**config.mk**
```make
export PLATFORM = sky130hd
export DESIGN_NAME = video_rx_flat
export DESIGN_NICKNAME = d
export VERILOG_FILES = /design/src/rtl/video_rx_pkg.sv /design/src/rtl/video_rx_if.sv /design/src/rtl/video_rx_stats.sv /design/src/rtl/video_rx.sv /design/src/flat_wrapper.sv
export SDC_FILE = /design/constraint.sdc
export NUM_CORES = 1
export LEC_CHECK = 0
export ABC_AREA = 1
export CAP_MARGIN = 20
export CORE_UTILIZATION = 35
export CTS_BUF_LIST = sky130_fd_sc_hd__clkbuf_8 sky130_fd_sc_hd__clkbuf_16
export DETAILED_ROUTE_END_ITERATION = 7
export HOLD_SLACK_MARGIN = 0.15
export SLEW_MARGIN = 20
export SYNTH_ARGS = -nofsm -noshare
export SYNTH_HDL_FRONTEND = slang
export SYNTH_SLANG_ARGS = --single-unit
```
**constraint.sdc**
```tcl
create_clock -name clk -period 2.5 [get_ports clk]
set_input_delay 0.5 -clock clk [delete_from_list [all_inputs] [get_ports clk]]
set_output_delay 0.5 -clock clk [all_outputs]
set_load 0.01 [all_outputs]
```
**src/rtl/video_rx_pkg.sv**
```systemverilog
// Shared types for the video receiver: capture FSM states and the packed pixel colour.
package video_rx_pkg;

  typedef enum logic {
    SEARCH  = 1'b0,
    CAPTURE = 1'b1
  } rx_state_e;

  localparam int RGB_W = 24;

  typedef logic [RGB_W-1:0] rgb_t;

endpackage

```
**src/rtl/video_rx_if.sv**
```systemverilog
// Video receiver bundle: raw sync/pixel input, captured pixel stream and per-frame statistics.
interface video_rx_if #(
  parameter int X_W = 11,
  parameter int Y_W = 10
);
  import video_rx_pkg::*;

  logic           hs;
  logic           vs;
  logic           blank_n;
  rgb_t           rgb;

  logic           pix_valid;
  logic [X_W-1:0] pix_x;
  logic [Y_W-1:0] pix_y;
  rgb_t           pix_rgb;
  logic           pix_sof;

  logic           frame_done;
  logic [X_W-1:0] frame_width;
  logic [Y_W-1:0] frame_height;
  logic [31:0]    frame_sum;
  logic           err_width;
  logic           err_sync;

  modport master (
    output hs, vs, blank_n, rgb,
    input  pix_valid, pix_x, pix_y, pix_rgb, pix_sof,
    input  frame_done, frame_width, frame_height, frame_sum, err_width, err_sync
  );

  modport slave (
    input  hs, vs, blank_n, rgb,
    output pix_valid, pix_x, pix_y, pix_rgb, pix_sof,
    output frame_done, frame_width, frame_height, frame_sum, err_width, err_sync
  );

endinterface

```
**src/rtl/video_rx_stats.sv**
```systemverilog
// Per-frame statistics: first-line width, line count, colour sum and error flags,
// published with a one-cycle frame_done and held until the next frame completes.
module video_rx_stats
  import video_rx_pkg::*;
#(
  parameter int X_W = 11,
  parameter int Y_W = 10
) (
  input  logic           clk,
  input  logic           reset,
  input  logic           clear,
  input  logic           frame_end,
  input  logic           pix_en,
  input  rgb_t           pix_rgb,
  input  logic           eol,
  input  logic [X_W-1:0] run_len,
  input  logic           sync_err,
  output logic           frame_done,
  output logic [X_W-1:0] frame_width,
  output logic [Y_W-1:0] frame_height,
  output logic [31:0]    frame_sum,
  output logic           err_width,
  output logic           err_sync
);

  function automatic logic [Y_W-1:0] sat_inc_y(input logic [Y_W-1:0] v);
    return (&v) ? v : v + 1'b1;
  endfunction

  logic [X_W-1:0] width_acc_q, width_acc_d;
  logic [Y_W-1:0] height_acc_q, height_acc_d;
  logic [31:0]    sum_acc_q, sum_acc_d;
  logic           errw_acc_q, errw_acc_d;
  logic           errs_acc_q, errs_acc_d;

  always_comb begin
    width_acc_d  = width_acc_q;
    height_acc_d = height_acc_q;
    sum_acc_d    = sum_acc_q;
    errw_acc_d   = errw_acc_q;
    errs_acc_d   = errs_acc_q;
    if (clear) begin
      // a sync error on the clearing edge itself belongs to the frame that starts here
      width_acc_d  = '0;
      height_acc_d = '0;
      sum_acc_d    = '0;
      errw_acc_d   = 1'b0;
      errs_acc_d   = sync_err;
    end else begin
      if (pix_en) begin
        sum_acc_d = sum_acc_q + {8'h00, pix_rgb};
      end
      if (eol) begin
        if (height_acc_q == '0) begin
          width_acc_d = run_len;
        end else if (run_len != width_acc_q) begin
          errw_acc_d = 1'b1;
        end
        height_acc_d = sat_inc_y(height_acc_q);
      end
      if (sync_err) begin
        errs_acc_d = 1'b1;
      end
    end
  end

  // accumulators are always cleared by the vs edge that opens capture, so they carry no reset
  always_ff @(posedge clk) begin
    width_acc_q  <= width_acc_d;
    height_acc_q <= height_acc_d;
    sum_acc_q    <= sum_acc_d;
    errw_acc_q   <= errw_acc_d;
    errs_acc_q   <= errs_acc_d;
  end

  always_ff @(posedge clk or posedge reset) begin
    if (reset) begin
      frame_done   <= 1'b0;
      frame_width  <= '0;
      frame_height <= '0;
      frame_sum    <= '0;
      err_width    <= 1'b0;
      err_sync     <= 1'b0;
    end else begin
      frame_done <= frame_end;
      if (frame_end) begin
        frame_width  <= width_acc_q;
        frame_height <= height_acc_q;
        frame_sum    <= sum_acc_q;
        err_width    <= errw_acc_q;
        err_sync     <= errs_acc_q;
      end
    end
  end

endmodule

```
**src/rtl/video_rx.sv**
```systemverilog
// Video capture front end: registers raw sync/pixel input, tracks x/y through a
// SEARCH/CAPTURE FSM and emits a coordinate-tagged pixel stream plus frame statistics.
module video_rx
  import video_rx_pkg::*;
#(
  parameter bit SYNC_ACTIVE_LOW = 1'b1,
  parameter int X_W             = 11,
  parameter int Y_W             = 10
) (
  input logic        clk,
  input logic        reset,
  video_rx_if.slave  bus
);

  localparam logic SYNC_IDLE = SYNC_ACTIVE_LOW;

  function automatic logic [X_W-1:0] sat_inc_x(input logic [X_W-1:0] v);
    return (&v) ? v : v + 1'b1;
  endfunction

  function automatic logic [Y_W-1:0] sat_inc_y(input logic [Y_W-1:0] v);
    return (&v) ? v : v + 1'b1;
  endfunction

  logic           hs_p0, vs_p0, blank_n_p0;
  rgb_t           rgb_p0;
  rx_state_e      state_q, state_d;
  logic [X_W-1:0] x_q, x_d;
  logic [Y_W-1:0] y_q, y_d;
  logic           run_q, run_d;
  logic           vs_prev_q, vs_prev_d;
  logic           hs_act, vs_act, vs_edge, capturing;
  logic           pixel, eol, sync_err, frame_end;
  logic           vld_p1, sof_p1;
  logic [X_W-1:0] pix_x_p1;
  logic [Y_W-1:0] pix_y_p1;
  rgb_t           rgb_p1;

  // stage p0: input registers
  always_ff @(posedge clk or posedge reset) begin
    if (reset) begin
      hs_p0      <= SYNC_IDLE;
      vs_p0      <= SYNC_IDLE;
      blank_n_p0 <= 1'b0;
    end else begin
      hs_p0      <= bus.hs;
      vs_p0      <= bus.vs;
      blank_n_p0 <= bus.blank_n;
    end
  end

  always_ff @(posedge clk) begin
    rgb_p0 <= bus.rgb;
  end

  always_comb begin
    hs_act    = hs_p0 ^ SYNC_IDLE;
    vs_act    = vs_p0 ^ SYNC_IDLE;
    vs_edge   = vs_act & ~vs_prev_q;
    capturing = (state_q == CAPTURE);
    pixel     = capturing & blank_n_p0 & ~hs_act & ~vs_act;
    eol       = capturing & ~blank_n_p0 & run_q;
    sync_err  = capturing & blank_n_p0 & (hs_act | vs_act);
    frame_end = vs_edge & capturing & (y_q != '0);

    state_d   = state_q;
    x_d       = x_q;
    y_d       = y_q;
    run_d     = run_q;
    vs_prev_d = vs_act;
    if (vs_edge) begin
      state_d = CAPTURE;
      x_d     = '0;
      y_d     = '0;
      run_d   = 1'b0;
    end else if (pixel) begin
      x_d   = sat_inc_x(x_q);
      run_d = 1'b1;
    end else if (eol) begin
      x_d   = '0;
      y_d   = sat_inc_y(y_q);
      run_d = 1'b0;
    end
  end

  always_ff @(posedge clk or posedge reset) begin
    if (reset) begin
      state_q   <= SEARCH;
      x_q       <= '0;
      y_q       <= '0;
      run_q     <= 1'b0;
      vs_prev_q <= 1'b0;
    end else begin
      state_q   <= state_d;
      x_q       <= x_d;
      y_q       <= y_d;
      run_q     <= run_d;
      vs_prev_q <= vs_prev_d;
    end
  end

  // stage p1: pixel output registers
  always_ff @(posedge clk or posedge reset) begin
    if (reset) begin
      vld_p1 <= 1'b0;
      sof_p1 <= 1'b0;
    end else begin
      vld_p1 <= pixel;
      sof_p1 <= pixel & (x_q == '0) & (y_q == '0);
    end
  end

  always_ff @(posedge clk) begin
    pix_x_p1 <= x_q;
    pix_y_p1 <= y_q;
    rgb_p1   <= rgb_p0;
  end

  // data registers are unreset, so coordinates and colour are qualified by valid
  assign bus.pix_valid = vld_p1;
  assign bus.pix_sof   = sof_p1;
  assign bus.pix_x     = vld_p1 ? pix_x_p1 : '0;
  assign bus.pix_y     = vld_p1 ? pix_y_p1 : '0;
  assign bus.pix_rgb   = vld_p1 ? rgb_p1 : '0;

  video_rx_stats #(
    .X_W(X_W),
    .Y_W(Y_W)
  ) u_stats (
    .clk         (clk),
    .reset       (reset),
    .clear       (vs_edge),
    .frame_end   (frame_end),
    .pix_en      (pixel),
    .pix_rgb     (rgb_p0),
    .eol         (eol),
    .run_len     (x_q),
    .sync_err    (sync_err),
    .frame_done  (bus.frame_done),
    .frame_width (bus.frame_width),
    .frame_height(bus.frame_height),
    .frame_sum   (bus.frame_sum),
    .err_width   (bus.err_width),
    .err_sync    (bus.err_sync)
  );

endmodule

```
**src/flat_wrapper.sv**
```systemverilog
// flat-port wrapper written by rule: the top's interface ports become plain ports
module video_rx_flat import video_rx_pkg::*;
#(
  parameter bit SYNC_ACTIVE_LOW = 1'b1,
  parameter int X_W             = 11,
  parameter int Y_W             = 10
)
  (clk, reset, bus_hs, bus_vs, bus_blank_n, bus_rgb, bus_pix_valid, bus_pix_x, bus_pix_y, bus_pix_rgb, bus_pix_sof, bus_frame_done, bus_frame_width, bus_frame_height, bus_frame_sum, bus_err_width, bus_err_sync);
  video_rx_if #(.X_W(X_W), .Y_W(Y_W)) bus_i ();
  input logic clk;
  input logic reset;
  input wire logic [$bits(bus_i.hs)-1:0] bus_hs;
  input wire logic [$bits(bus_i.vs)-1:0] bus_vs;
  input wire logic [$bits(bus_i.blank_n)-1:0] bus_blank_n;
  input wire logic [$bits(bus_i.rgb)-1:0] bus_rgb;
  output wire logic [$bits(bus_i.pix_valid)-1:0] bus_pix_valid;
  output wire logic [$bits(bus_i.pix_x)-1:0] bus_pix_x;
  output wire logic [$bits(bus_i.pix_y)-1:0] bus_pix_y;
  output wire logic [$bits(bus_i.pix_rgb)-1:0] bus_pix_rgb;
  output wire logic [$bits(bus_i.pix_sof)-1:0] bus_pix_sof;
  output wire logic [$bits(bus_i.frame_done)-1:0] bus_frame_done;
  output wire logic [$bits(bus_i.frame_width)-1:0] bus_frame_width;
  output wire logic [$bits(bus_i.frame_height)-1:0] bus_frame_height;
  output wire logic [$bits(bus_i.frame_sum)-1:0] bus_frame_sum;
  output wire logic [$bits(bus_i.err_width)-1:0] bus_err_width;
  output wire logic [$bits(bus_i.err_sync)-1:0] bus_err_sync;
  assign bus_i.hs = bus_hs;
  assign bus_i.vs = bus_vs;
  assign bus_i.blank_n = bus_blank_n;
  assign bus_i.rgb = bus_rgb;
  assign bus_pix_valid = bus_i.pix_valid;
  assign bus_pix_x = bus_i.pix_x;
  assign bus_pix_y = bus_i.pix_y;
  assign bus_pix_rgb = bus_i.pix_rgb;
  assign bus_pix_sof = bus_i.pix_sof;
  assign bus_frame_done = bus_i.frame_done;
  assign bus_frame_width = bus_i.frame_width;
  assign bus_frame_height = bus_i.frame_height;
  assign bus_frame_sum = bus_i.frame_sum;
  assign bus_err_width = bus_i.err_width;
  assign bus_err_sync = bus_i.err_sync;
  video_rx #(.SYNC_ACTIVE_LOW(SYNC_ACTIVE_LOW), .X_W(X_W), .Y_W(Y_W)) u_core (.clk(clk), .reset(reset), .bus(bus_i));
endmodule
```
### Word level (Yosys, flattened, before mapping)

Cells that the tools add are included.

| storage, ports and cells | value |
|---|---|
| output and inout bits | 103 |
| register bits | 209 |
| word-level logic and storage cells | 82 |

| cells by class | value |
|---|---|
| reductions and logical operators | 15 |
| bitwise gates (word level) | 18 |
| eq/ne operators | 4 |
| add/subtract/negate cells | 4 |
| muxes and demuxes | 16 |

Operator list:

| cell | number |
|---|---|
| $mux W11 | 5 |
| $mux W10 | 5 |
| $add A32 B24 Y32 | 1 |
| $mux W24 | 1 |
| $add A10 B1 Y10 const B | 2 |
| $logic_not A10 Y1 | 2 |
| $reduce_and A10 Y1 | 2 |
| $add A11 B1 Y11 const B | 1 |
| $and A1 B1 Y1 | 11 |
| $logic_not A11 Y1 | 1 |
| $ne A11 B11 Y1 | 1 |
| $reduce_and A11 Y1 | 1 |
| $reduce_bool A10 Y1 | 1 |
| $not A1 Y1 | 6 |
| $reduce_and A2 Y1 | 3 |
| $reduce_and A3 Y1 | 2 |
| $mux W1 | 5 |
| $ne A2 B2 Y1 const B | 2 |
| $reduce_bool A2 Y1 | 2 |
| $ne A3 B3 Y1 const B | 1 |
| $reduce_bool A3 Y1 | 1 |
| $or A1 B1 Y1 | 1 |

### Depth between registers and ports, before layout

| logic depth | value |
|---|---|
| word-level depth | 6 |
| gate-level depth with buffers | 13 |

### Hierarchy

From an unflattened synthesis, not the netlist that was laid out.

| unflattened totals | value |
|---|---|
| cells, all modules | 1302 |
| area, all modules | 9868.2 µm² |

Modules (own cells, without submodules):

| module | area each (µm²) | times used | cells each | sequential area each (µm²) |
|---|---|---|---|---|
| video_rx_stats | 6442.4 | 1 | 927 | 2512.4 |
| video_rx | 3425.8 | 1 | 375 | 2109.5 |

### Worst setup path before layout

No wires, ideal clock.

| timing | value |
|---|---|
| path kind | register to register |
| start | reg u_core.u_stats.sum_acc_q[0] |
| end | reg u_core.u_stats.sum_acc_q[16] |
| slack | 0.727 ns |
| library setup time | 0.109 ns |
| stages on the path, launching flop included | 12 |
| path buffers | 0 |
| clock period less this slack | 1.773 ns |
| data arrival time | 1.664 ns |
| path through | dfxtp_1 -> ha_1 -> fa_1 -> nand2_1 -> a21oi_1 -> nand2_1 -> nand2_1 -> and2_1 -> o21bai_1 -> nand3_1 -> nand2_1 -> inv_1 |

| between the ends | value |
|---|---|
| cells in the longest elaborated chain, start to end | 1 |

RTL lines:

| item | RTL line | text |
|---|---|---|
| start, declared | video_rx_stats.sv:32 | `logic [31:0] sum_acc_q, sum_acc_d;` |
| start signal, assigned | video_rx_stats.sv:71 | `sum_acc_q <= sum_acc_d;` |
| $add A32 B24 Y32 | video_rx_stats.sv:51 | `sum_acc_d = sum_acc_q + {8'h00, pix_rgb};` |

No other way between the ends.
A chain may end at the register's enable or synchronous reset.

### Final worst setup path

| timing | value |
|---|---|
| start | reg u_core.vld_p1 (netlist: u_core.bus.pix_valid) |
| end | out bus_pix_rgb[21] |

| between the ends | value |
|---|---|
| cells in the longest elaborated chain, start to end | 1 |

RTL lines:

| item | RTL line | text |
|---|---|---|
| start, declared | video_rx.sv:34 | `logic vld_p1, sof_p1;` |
| start signal, assigned | video_rx.sv:108 | `vld_p1 <= pixel;` |
| $mux W24 | video_rx.sv:124 | `assign bus.pix_rgb = vld_p1 ? rgb_p1 : '0;` |
| end, declared | flat_wrapper.sv:19 | `output wire logic [$bits(bus_i.pix_rgb)-1:0] bus_pix_rgb;` |

No other way between the ends.

==> run summary <==
The run finished with clean final reports. Sorting the synthesized cells by how often they occur yields 382 x sky130_fd_sc_hd__nand2_1, 237 x sky130_fd_sc_hd__inv_1, 123 x sky130_fd_sc_hd__dfxtp_1. The tools report the number of antenna cells inserted as 0. Endpoint kind of the worst setup timing path: an output port. On the critical path, the stage with the largest delay is an instance of sky130_fd_sc_hd__clkdlybuf4s50_1. After clock tree synthesis, the clock-pin slew on the worst setup and hold paths is 0.06 ns.

STA classifies the critical path startpoint as a register. Counting I/O delays and the setup requirement, the final critical path takes 2.35 ns. The worst-path maximum fanout works out to 22.

The kind of cell with the highest combined delay along the critical path is buffers and inverters. The number of cells on the worst reg-to-reg path came out at 11. The first detailed-routing pass ran for 5 iterations. The run gives 1480 as the number of nets at the end of the flow. Across all layers, the routed design uses 8109 vias. The root buffer cell chosen for the clock tree is sky130_fd_sc_hd__clkbuf_16.

The final layout contains routed wiring with a total length of 24400 um. Clock skew on the completed layout was measured at 0.0169 ns. Walking the worst path, the cells encountered are buf_4 -> nand2_1 -> inv_1 -> clkdlybuf4s50_1. The synthesized area divided by synthesized cell count was 7.44 um2; the data required time of the worst path was 2.00 ns. The tools report the H-tree depth reported by CTS as 1. In this run the remaining antenna-violating nets after routing total 0. The core footprint is 27000 um2, and the pin count of the biggest net entering global routing is 54. Global routing used 18.0% of the available tracks. The tools report the max-slew violation count as 0.

The first global-routing pass estimated 40800 um of wire. The worst setup path is of the register to output port kind. The commonest register cell after synthesis is sky130_fd_sc_hd__dfxtp_1. Synthesis inferred 209 register bits.

Final standard cell utilization of the core: 45.1%. Yosys instantiated no cell more often than sky130_fd_sc_hd__nand2_1. The netlist uses 47 different library cells.

The run gives 1290 as the synthesized instance count. The number of flops mapped to enable cells by yosys was 1. The endpoint identified for the worst register-to-register timing path is u_core.u_stats.sum_acc_q[14]. The logs give 1350 for the post-synth net total and 0.145 ns for the minimum setup slack in the final design.

The number of warnings issued by yosys was 0. The actual slew at the worst max-slew pin came out at 0.603 ns. The starting DRC count in detailed routing is 466.

The routability congestion estimate from global placement is 0.884. Once the clock tree was built, the resizer swapped 0 gates to a different size. The tools report the total power of the final layout as 10100 uW. The via density per instance came out at 4.56. After synthesis, the cell types taking the most area are sky130_fd_sc_hd__dfxtp_1 26%, sky130_fd_sc_hd__dfrtp_1 22%, sky130_fd_sc_hd__nand2_1 15%, sky130_fd_sc_hd__inv_1 9.3%, sky130_fd_sc_hd__o21ai_0 4.1%. The die covers 28100 um2. The area overhead of the layout relative to synthesis was 26.5%. The run gives 60 as the number of placement rows. The worst hold path belongs to the class primary input to asynchronous set/reset pin. The worst register-to-register path has a setup slack of 0.47 ns. Delay of the slowest cell on the worst path: 0.55 ns. The number of antenna violations at the first check in global routing came out at 0. The quantity of hold-fixing buffers added after cts was 0; the pre-CTS setup slack was 0.479 ns. 132 I/O pins were placed. The logs give 3 for the maximum buffer depth of the clock tree and 0 for the total setup buffers inserted after CTS. The residual overflow from global routing came out at 0. Setup repair after global routing left no endpoint under its margin. The count of endpoints failing setup in the final report is 0, and the fraction of layout cells with a size suffix above 1 is 5.36%. The CTS buffer count is 23, and the worst-skew pair later-pin latency is 0.51 ns.

The cell leakage power was 0.00608 uW; the async set or reset register ratio after synthesis was 40.7%. The floorplan step set the die height to 168 um. The detailed placer's ending HPWL was 18300 um; the combined buffer and inverter count along the critical path was 3. The run gives 0 as the number of design rule violations left after detail routing. Critical register-to-register path startpoint: u_core.u_stats.sum_acc_q[0]. The run gives 0 as the final number of hold-violating endpoints. The synthesized design spends more area on one cell type than any other, namely sky130_fd_sc_hd__dfxtp_1. The logs give 425 MHz for the peak clock frequency supported by timing and 9600 um2 for the post-synth design cell area. TritonCTS built the clock tree.

The logs give 8206 for the via count of the first global-routing pass and 0 for the number of maximum-capacitance constraint violations. In this run the power density over the cells is 834 nW/um2. The quantity of I/O buffers inserted on ports came out at 131.

Adding up every negative setup slack in the final design gives 0 ns. The data arrival at the endpoint of the critical path is 1.85 ns. Of the synthesized area, sequential elements account for 48.1%.

Die width: 168 um. Across the VDD grid, the largest voltage drop is 0.000663 V. The wire length per cell was 13.8 um. Counting every sink on the clock net gives 209. Headroom to the max-slew limit came out at 59.4%. Once the floorplan was initialized, standard cells occupied 35.6% of the core. The share of the synthesized area in the top cell type was 25.6%; the share of the cycle needed by the critical path after routing was 94.2%.
## where the power goes
| part | switching [uW] | internal (uW) | total, uW | leakage, uW |
|---|---|---|---|---|
| registers | 306 | 3840 | 4150 | 0.00216 |
| logic | 1280 | 1060 | 2340 | 0.00350 |
| clock network | 1370 | 2280 | 3640 | 0.000416 |
| total | 2950 | 7180 | 10100 | 0.00608 |
## per-stage QoR
| stage | hold slack, ns | std cells | cell area (um2) |
|---|---|---|---|
| final | 0.320 | 1777 | 12100 |
| after global routing | 0.346 | 1777 | 12100 |
| after CTS | 0.314 | 1777 | 12100 |
| after detailed placement | 0.352 | 1736 | 11300 |
| after global placement | 0.340 | 1736 | 11300 |
| after floorplan | 0.334 | 1290 | 9610 |
## metal layers
| layer | GRT usage, % | wire, um | vias up | share of wire [%] |
|---|---|---|---|---|
| li1 | - | - | 4228 | - |
| met1 | 22.7 | 11200 | 3684 | 46 |
| met2 | 32.1 | 11800 | 167 | 48 |
| met3 | 2.79 | 1050 | 30 | 4.3 |
| met4 | 3.95 | 324 | 0 | 1.3 |
| met5 | 0 | 0 | - | 0 |
## logic make-up after synthesis
| logic type | synth area share [%] |
|---|---|
| and+or+nand+nor | 24.6 |
| buffers and inverters | 11.1 |
| DFF | 48.1 |
| AOI/OAI and AO/OA | 9.76 |
| adders and majority gates | 4.12 |
| xor gates and xnor gates | 2.28 |
## state kept, by name (all words and copies together) (netlist names), 11 cells and up
register	count
u_core.u_stats.sum_acc_q	32
u_core.u_stats.frame_sum	32
u_core.rgb_p1	24
u_core.u_stats.frame_width	11
u_core.u_stats.width_acc_q	11
u_core.x_q	11
u_core.rgb_p0	24
u_core.pix_x_p1	11
## how the worst max path moves through the flow
stage,to,depth (start not counted),startpoint
2_1_floorplan,u_core.u_stats.sum_acc_q[16],11,u_core.u_stats.sum_acc_q[0]
3_3_place_gp,u_core.u_stats.sum_acc_q[14],11,u_core.u_stats.sum_acc_q[0]
3_5_place_dp,u_core.u_stats.sum_acc_q[12],10,u_core.u_stats.sum_acc_q[0]
4_1_cts,bus_pix_rgb[21],4,u_core.bus.pix_valid
5_1_grt,bus_pix_rgb[16],4,u_core.bus.pix_valid
6_report,bus_pix_rgb[21],4,u_core.bus.pix_valid
## worst reg2reg max path, delay by kind of cell, from the launching register on
family / cells / cell delay (ns)
AND/OR/NAND/NOR: 6 / 0.62
flip-flops: 1 / 0.32
adder cells (fa/ha/maj): 2 / 0.64
buffers and inverters: 1 / 0.05
XOR/XNOR: 1 / 0.16
AO/OA/AOI/OAI: 1 / 0.15
## layout by cell type, fill, tap and decap left out, drive strengths merged, types with 5 or more instances in the layout
| master | n |
|---|---|
| a21oi | 71 |
| and2 | 5 |
| buf | 11 |
| clkbuf | 28 |
| clkdlybuf4s50 | 131 |
| clkinv | 6 |
| dfrtp | 83 |
| dfxtp | 123 |
| ha | 30 |
| inv | 245 |
| nand2 | 384 |
| nand3 | 58 |
| nand4 | 17 |
| nor2 | 77 |
| nor3 | 12 |
| o21ai | 96 |
| xor2 | 22 |
## area by class of cell
type	instances	area (um2)
fill	2717	14800
clock inverter	13	173
multi-input combinational	800	3920
inverter	244	920
tap	341	427
timing repair buffer	142	1430
clock buffer	28	656
sequential	209	4620
Note: power is estimated with default switching activity, not from simulation.
==> RTL change 1: new RTL, config.mk and constraints unchanged <==
`SYNC_ACTIVE_LOW` is set to 1'b1 in 2 places; all go to 1'b0.
--- a/src/rtl/video_rx.sv
+++ b/src/rtl/video_rx.sv
@@ -4,5 +4,5 @@
   import video_rx_pkg::*;
 #(
-  parameter bit SYNC_ACTIVE_LOW = 1'b1,
+  parameter bit SYNC_ACTIVE_LOW = 1'b0,
   parameter int X_W             = 11,
   parameter int Y_W             = 10
--- a/src/flat_wrapper.sv
+++ b/src/flat_wrapper.sv
@@ -2,5 +2,5 @@
 module video_rx_flat import video_rx_pkg::*;
 #(
-  parameter bit SYNC_ACTIVE_LOW = 1'b1,
+  parameter bit SYNC_ACTIVE_LOW = 1'b0,
   parameter int X_W             = 11,
   parameter int Y_W             = 10
Behaviour: not the same (Yosys sat finds a counterexample within 4 cycles, from zero or initial values and one cycle with reset high).
==> RTL change 1 against the original RTL <==
Power shrank 1.3%. Non-clock buffer count grew 3. Synthesized cell count grew 0.23%. Sequential power is essentially flat. Critical path type unchanged. First-iteration DRC count shrank 4.3%. Synthesized area grew 0.55%. Global-route usage shrank 0.47 points. Largest cell class unchanged. Wire length shrank 0.92%. Final area grew 0.11%. Sequential cell count is the same. Worst setup slack lost 0.011 ns. Highest routed layer unchanged.
==> RTL change 1: results (changes against the original RTL) <==
Timing
  – Skew final: 0.0118 ns (was 0.0169 ns)
  – Slew @ Worst Pin: 0.646 ns (was 0.603 ns)
  – Final Max Slew Viols: 0 (unchanged)

Min path
  – Worst Min Path Start: u_core.rgb_p0[18]
  – Worst hold path type: flip-flop to flip-flop (was primary input to async pin)
  – Hold endpoint: u_core.rgb_p1[18]
  – Hold depth: 0

Synthesis
  – Post-synth ARST share: 0.407 (unchanged)
  – Synth top area cells: dfxtp_1 26%, dfrtp_1 22%, nand2_1 15% (unchanged)
  – Post-synth top cells: 384 x nand2_1, 232 x inv_1, 123 x dfxtp_1 (was 382 x nand2_1, 237 x inv_1, 123 x dfxtp_1)
  – Synthesized area per cell: 7.47 um2 (was 7.44 um2)
  – Netlist cell types: 43 (was 47)
  – Syn Nets: 1,353 (was 1,350)
  – Ys Warns: 0 (unchanged)
  – EDFF count, synth: 1 (unchanged)
  – Seq/Total Area, Yosys: 0.478 (was 0.481)

Detailed routing
  – Vias per cell: 4.57 (was 4.56)
  – Initial drt markers: 446 (was 466)
  – Drt pass-1 iters: 5 (unchanged)
  – Detailed Route WL: 24,200 um (was 24,400 um)

Global routing
  – Tot GR Track Use: 0.175 (was 0.180)
  – Vias in the first global route: 7,683 (was 8,206)
  – Largest net degree at the start of global routing: 99 (was 54)
  – Wire length of the first global-routing pass: 39,700 um (was 40,800 um)
  – Initial antenna violation count: 0 (unchanged)

Placed design
  – DP Area: 0.0114 mm2 (was 0.0113 mm2)
  – Post-Place Cells: 1,744 (was 1,736)
  – Dpl hpwl: 17,800 um (was 18,300 um)
  – Number of I/O port buffers: 131 (unchanged)
  – GPL Wtd Cong: 0.935 (was 0.884)

Final layout
  – Ant diodes: 0 (unchanged)
  – Finished Layout Cells: 1,786 (was 1,777)
  – Final-stage net count: 1,488 (was 1,480)
  – Fill cells: 2,794 (was 2,717)
  – Largest regs: u_core.u_stats.frame_sum: 32 flops, u_core.u_stats.sum_acc_q: 32 flops (unchanged)
  – Ratio of cells with drive above 1 in the final layout: 0.0567 (was 0.0536)

Critical path
  – Endpoint arrival time on the critical path: 1.87 ns (was 1.85 ns)
  – CP max FO: 33 (was 22)
  – Worst reg-to-reg setup slack: 0.41 ns (was 0.47 ns)
  – FF-to-FF path depth: 7 (was 11)
  – Worst R2R Start: u_core.y_q[4] (was u_core.u_stats.sum_acc_q[0])
  – Reg2reg end: u_core.u_stats.frame_sum[0] (was u_core.u_stats.sum_acc_q[14])

Clock tree
  – # Post-CTS Setup Buffers: 0 (unchanged)
  – Root buffer cell: clkbuf_16 (unchanged)
  – Clock Path Buffers: 3 (unchanged)
  – Clock transition at path regs: 0.06 ns (about the same)
  – Cts repair resizes: 0 (unchanged)
  – TritonCTS Buffers: 23 (unchanged)
  – CTS HTree Levels: 1 (unchanged)
  – Worst-Skew Late Latency: 0.53 ns (was 0.51 ns)

Power and ir drop
  – Leak pwr: 6.08 nW (about the same)
  – Peak supply drop: 498 uV (was 663 uV)

Run status
  – Status: finished, final reports clean (unchanged)
## RTL change 1: final cells by class
type	instances	area, um2	area share
Clock buffer	30	672	0.0553
Clock inverter	12	123	0.0101
Inverter	240	905	0.0744
Multi-Input combinational cell	809	3960	0.326
Sequential cell	209	4620	0.380
Tap cell	341	427	0.0351
Timing Repair Buffer	145	1450	0.120
## RTL change 1: cell families after synthesis
logic type / Yosys count / synth area share
simple gates: 577 / 0.252
buf+inv: 275 / 0.111
flops: 209 / 0.478
compound gates: 175 / 0.0941
fa+ha+maj: 31 / 0.0409
xor+xnor: 26 / 0.0236
## RTL change 1: metrics by stage
step,setup WS (ns),hold slack (ns)
2_1_floorplan,0.733,0.334
3_3_place_gp,0.407,0.342
3_5_place_dp,0.389,0.352
4_1_cts,0.0973,0.363
5_1_grt,0.0302,0.370
6_report,0.134,0.359
## RTL change 1: how the worst max path moves through the flow
| stage | startpoint | to | slack, ns | cells after the start |
|---|---|---|---|---|
| global placement | u_core.y_q[4] | u_core.u_stats.frame_sum[26] | 0.41 | 7 |
| detailed placement | u_core.y_q[4] | u_core.u_stats.frame_sum[0] | 0.39 | 7 |
| global route | u_core.bus.pix_valid | bus_pix_rgb[0] | 0.03 | 4 |
| finish | u_core.bus.pix_valid | bus_pix_rgb[0] | 0.13 | 4 |
| CTS | u_core.bus.pix_valid | bus_pix_rgb[0] | 0.1 | 4 |
| floorplan | u_core.u_stats.sum_acc_q[0] | u_core.u_stats.sum_acc_q[16] | 0.73 | 11 |
## RTL change 1: critical path, stage by stage (launching register included)
cell             delay, ns
dfrtp_2               0.39
buf_12                0.22
nand2_1               0.13
inv_1                 0.07
clkdlybuf4s50_1       0.53
## RTL change 1: per-layer routing
metal | up-vias | wire length, um | global-route usage
li1 | 4273 | - | -
met1 | 3654 | 11300 | 0.229
met2 | 181 | 11300 | 0.300
met3 | 47 | 1010 | 0.0228
met4 | 0 | 663 | 0.0538
met5 | - | 0 | 0
## RTL change 1: report_power, final
group	switching, mW	internal [mW]	leakage (nW)
logic	1.30	1.08	3.51
clock network	1.38	2.10	0.409
registers	0.292	3.85	2.16
total	2.98	7.03	6.08
==> RTL change 2: new RTL, config.mk and constraints unchanged <==
Made on the original files. Take the reset off `x_q` and `y_q` and load them in a clocked block of their own.
--- a/src/rtl/video_rx.sv
+++ b/src/rtl/video_rx.sv
@@ -87,15 +87,16 @@
     if (reset) begin
       state_q   <= SEARCH;
-      x_q       <= '0;
-      y_q       <= '0;
       run_q     <= 1'b0;
       vs_prev_q <= 1'b0;
     end else begin
       state_q   <= state_d;
-      x_q       <= x_d;
-      y_q       <= y_d;
       run_q     <= run_d;
       vs_prev_q <= vs_prev_d;
     end
+  end
+
+  always_ff @(posedge clk) begin
+    x_q <= x_d;
+    y_q <= y_d;
   end
 
Function: same outputs for any inputs over 4 cycles, from zero or initial values and one cycle with reset high; that may be too few to reach the edited logic, so the function may still have changed.
==> RTL change 2 against the original RTL <==
Wire length rose by 0.43%. Synthesized area is 0.91% higher. Largest power group unchanged. Power fell by 6.2%. Non-clock buffer count grew 3. Largest cell class unchanged. Critical path depth unchanged. Final area is 0.20% higher. Worst setup slack improved by 0.036 ns. Combinational power down 9.0%. Sequential cell count unchanged. Count of clock-buffer cells in the layout increased by 1. Die area increased by 0.90%.
==> RTL change 2: results (changes against the original RTL) <==
Synthesis
  – Post-synth top cells: 396 x nand2_1, 245 x inv_1, 144 x dfxtp_1 (was 382 x nand2_1, 237 x inv_1, 123 x dfxtp_1)
  – Synth top area cells: dfxtp_1 30%, dfrtp_1 16%, nand2_1 15% (was dfxtp_1 26%, dfrtp_1 22%, nand2_1 15%)
  – Main flop type after synthesis: dfxtp_1 (unchanged)
  – Syn Nets: 1,377 (was 1,350)
  – Ys Warns: 0 (unchanged)
  – Post-synth ARST share: 0.306 (was 0.407)
  – Post-Syn Instances: 1,317 (was 1,290)
  – Seq/Total Area, Yosys: 0.466 (was 0.481)
  – Netlist cell types: 44 (was 47)
  – EDFF count, synth: 1 (unchanged)

Final layout
  – Largest regs: u_core.u_stats.frame_sum: 32 flops, u_core.u_stats.sum_acc_q: 32 flops (unchanged)
  – Ratio of cells with drive above 1 in the final layout: 0.0645 (was 0.0536)
  – Ant diodes: 0 (unchanged)
  – Finished Layout Cells: 1,813 (was 1,777)
  – Final-stage net count: 1,514 (was 1,480)

Timing
  – Skew final: 0.00992 ns (was 0.0169 ns)
  – Hold slack: 0.355 ns (was 0.320 ns)
  – Slew HR: 0.664 (was 0.594)

Min path
  – Worst hold path type: flip-flop to flip-flop (was primary input to async pin)
  – Hold endpoint: u_core.rgb_p1[17]
  – Worst Min Path Start: u_core.rgb_p0[17]

Critical path
  – Worst reg-to-reg setup slack: 0.38 ns (was 0.47 ns)
  – FF-to-FF path depth: 13 (was 11)
  – Critical path's slowest cell: clkdlybuf4s50_1 (unchanged)
  – Worst stage delay on the critical path: 0.52 ns (was 0.55 ns)
  – Endpoint arrival time on the critical path: 1.82 ns (was 1.85 ns)
  – Worst R2R Start: u_core.u_stats.sum_acc_q[0] (unchanged)
  – Critical path's top delay family: buffers and inverters (unchanged)
  – Reg2reg end: u_core.u_stats.sum_acc_q[16] (was u_core.u_stats.sum_acc_q[14])
  – CP max FO: 18 (was 22)

Placed design
  – Dpl hpwl: 18,300 um (about the same)
  – DP Area: 0.0114 mm2 (was 0.0113 mm2)
  – Place WS: 0.409 ns (was 0.479 ns)
  – GPL Wtd Cong: 0.955 (was 0.884)

Detailed routing
  – Drt wl/cell: 13.5 um (was 13.8 um)
  – Initial drt markers: 400 (was 466)
  – Vias per cell: 4.55 (was 4.56)
  – Drt pass-1 iters: 4 (was 5)

Power and ir drop
  – Peak supply drop: 546 uV (was 663 uV)
  – Leak pwr: 6.06 nW (was 6.08 nW)

Global routing
  – GR Overflow Total: 0 (unchanged)
  – Largest net degree at the start of global routing: 65 (was 54)
  – Tot GR Track Use: 0.179 (was 0.180)
  – Wire length of the first global-routing pass: 40,800 um (about the same)
  – Initial antenna violation count: 0 (unchanged)
  – Vias in the first global route: 8,096 (was 8,206)

Clock tree
  – CTS HTree Levels: 1 (unchanged)
  – Root buffer cell: clkbuf_16 (unchanged)
  – TritonCTS Buffers: 24 (was 23)
  – Clock transition at path regs: 0.06 ns (about the same)
  – Worst-Skew Late Latency: 0.52 ns

Run status
  – Status: finished, final reports clean (unchanged)
[RTL change 2: area by class of cell]
class / instances / area, um2
Clock buffer: 29 / 681
Clock inverter: 15 / 77.6
Fill cell: 2826 / 14900
Inverter: 253 / 955
Multi-Input combinational cell: 821 / 4060
Sequential cell: 209 / 4520
Tap cell: 341 / 427
Timing Repair Buffer: 145 / 1460
[RTL change 2: repair_timing]
item	in CTS	in global routing
endpoints found under the hold margin	0	0
hold buffers	0	0
setup endpoints to repair	0	2
resized for setup	0	1
[RTL change 2: worst reg2reg max path, cell delays in order (launching register included)]
cell	delay, ns
dfxtp_1	0.36
ha_1	0.21
inv_1	0.06
fa_1	0.39
inv_1	0.11
nand3_1	0.07
nand3_1	0.17
nand2_1	0.08
nand3_1	0.15
nand2_1	0.14
nand3_1	0.10
nand3_1	0.08
nand2_1	0.06
inv_1	0.04
[RTL change 2: through the flow]
step	util	total power, mW
global route	0.450	10.1
finish	0.450	9.51
detailed placement	0.422	6.28
CTS	0.450	9.66
floorplan	-	5.28
global placement	0.422	6.25
[RTL change 2: metal layers]
layer | GRT usage | wire length, um | up-vias
met5 | 0 | 0 | -
li1 | - | - | 4320
met1 | 0.231 | 11300 | 3697
met4 | 0.0510 | 651 | 0
met2 | 0.310 | 11500 | 186
met3 | 0.0249 | 1070 | 46
[RTL change 2: cells by family after synthesis]
kind of cell	after synthesis	synth area share
buffers and inverters	287	0.117
XOR/XNOR	30	0.0271
flip-flops	209	0.466
AO/OA/AOI/OAI	176	0.0963
adder cells (fa/ha/maj)	31	0.0408
AND/OR/NAND/NOR	584	0.253
[RTL change 2: power breakdown]
group	switching [mW]	internal (mW)	leakage, nW
Sequential	0.282	3.79	2.04
Combinational	1.17	0.961	3.62
Clock	1.38	1.93	0.399
[RTL change 2: worst max path at each step]
| stage | endpoint | start | slack, ns |
|---|---|---|---|
| 3_3_place_gp | u_core.u_stats.sum_acc_q[26] | u_core.u_stats.sum_acc_q[0] | 0.45 |
| 5_1_grt | bus_pix_rgb[15] | u_core.bus.pix_valid | 0.05 |
| 4_1_cts | bus_pix_x[0] | u_core.bus.pix_valid | 0.07 |
| 6_report | bus_pix_rgb[0] | u_core.bus.pix_valid | 0.18 |
| 2_1_floorplan | u_core.blank_n_p0 | reset | 0.41 |
| 3_5_place_dp | u_core.u_stats.sum_acc_q[16] | u_core.u_stats.sum_acc_q[0] | 0.41 |
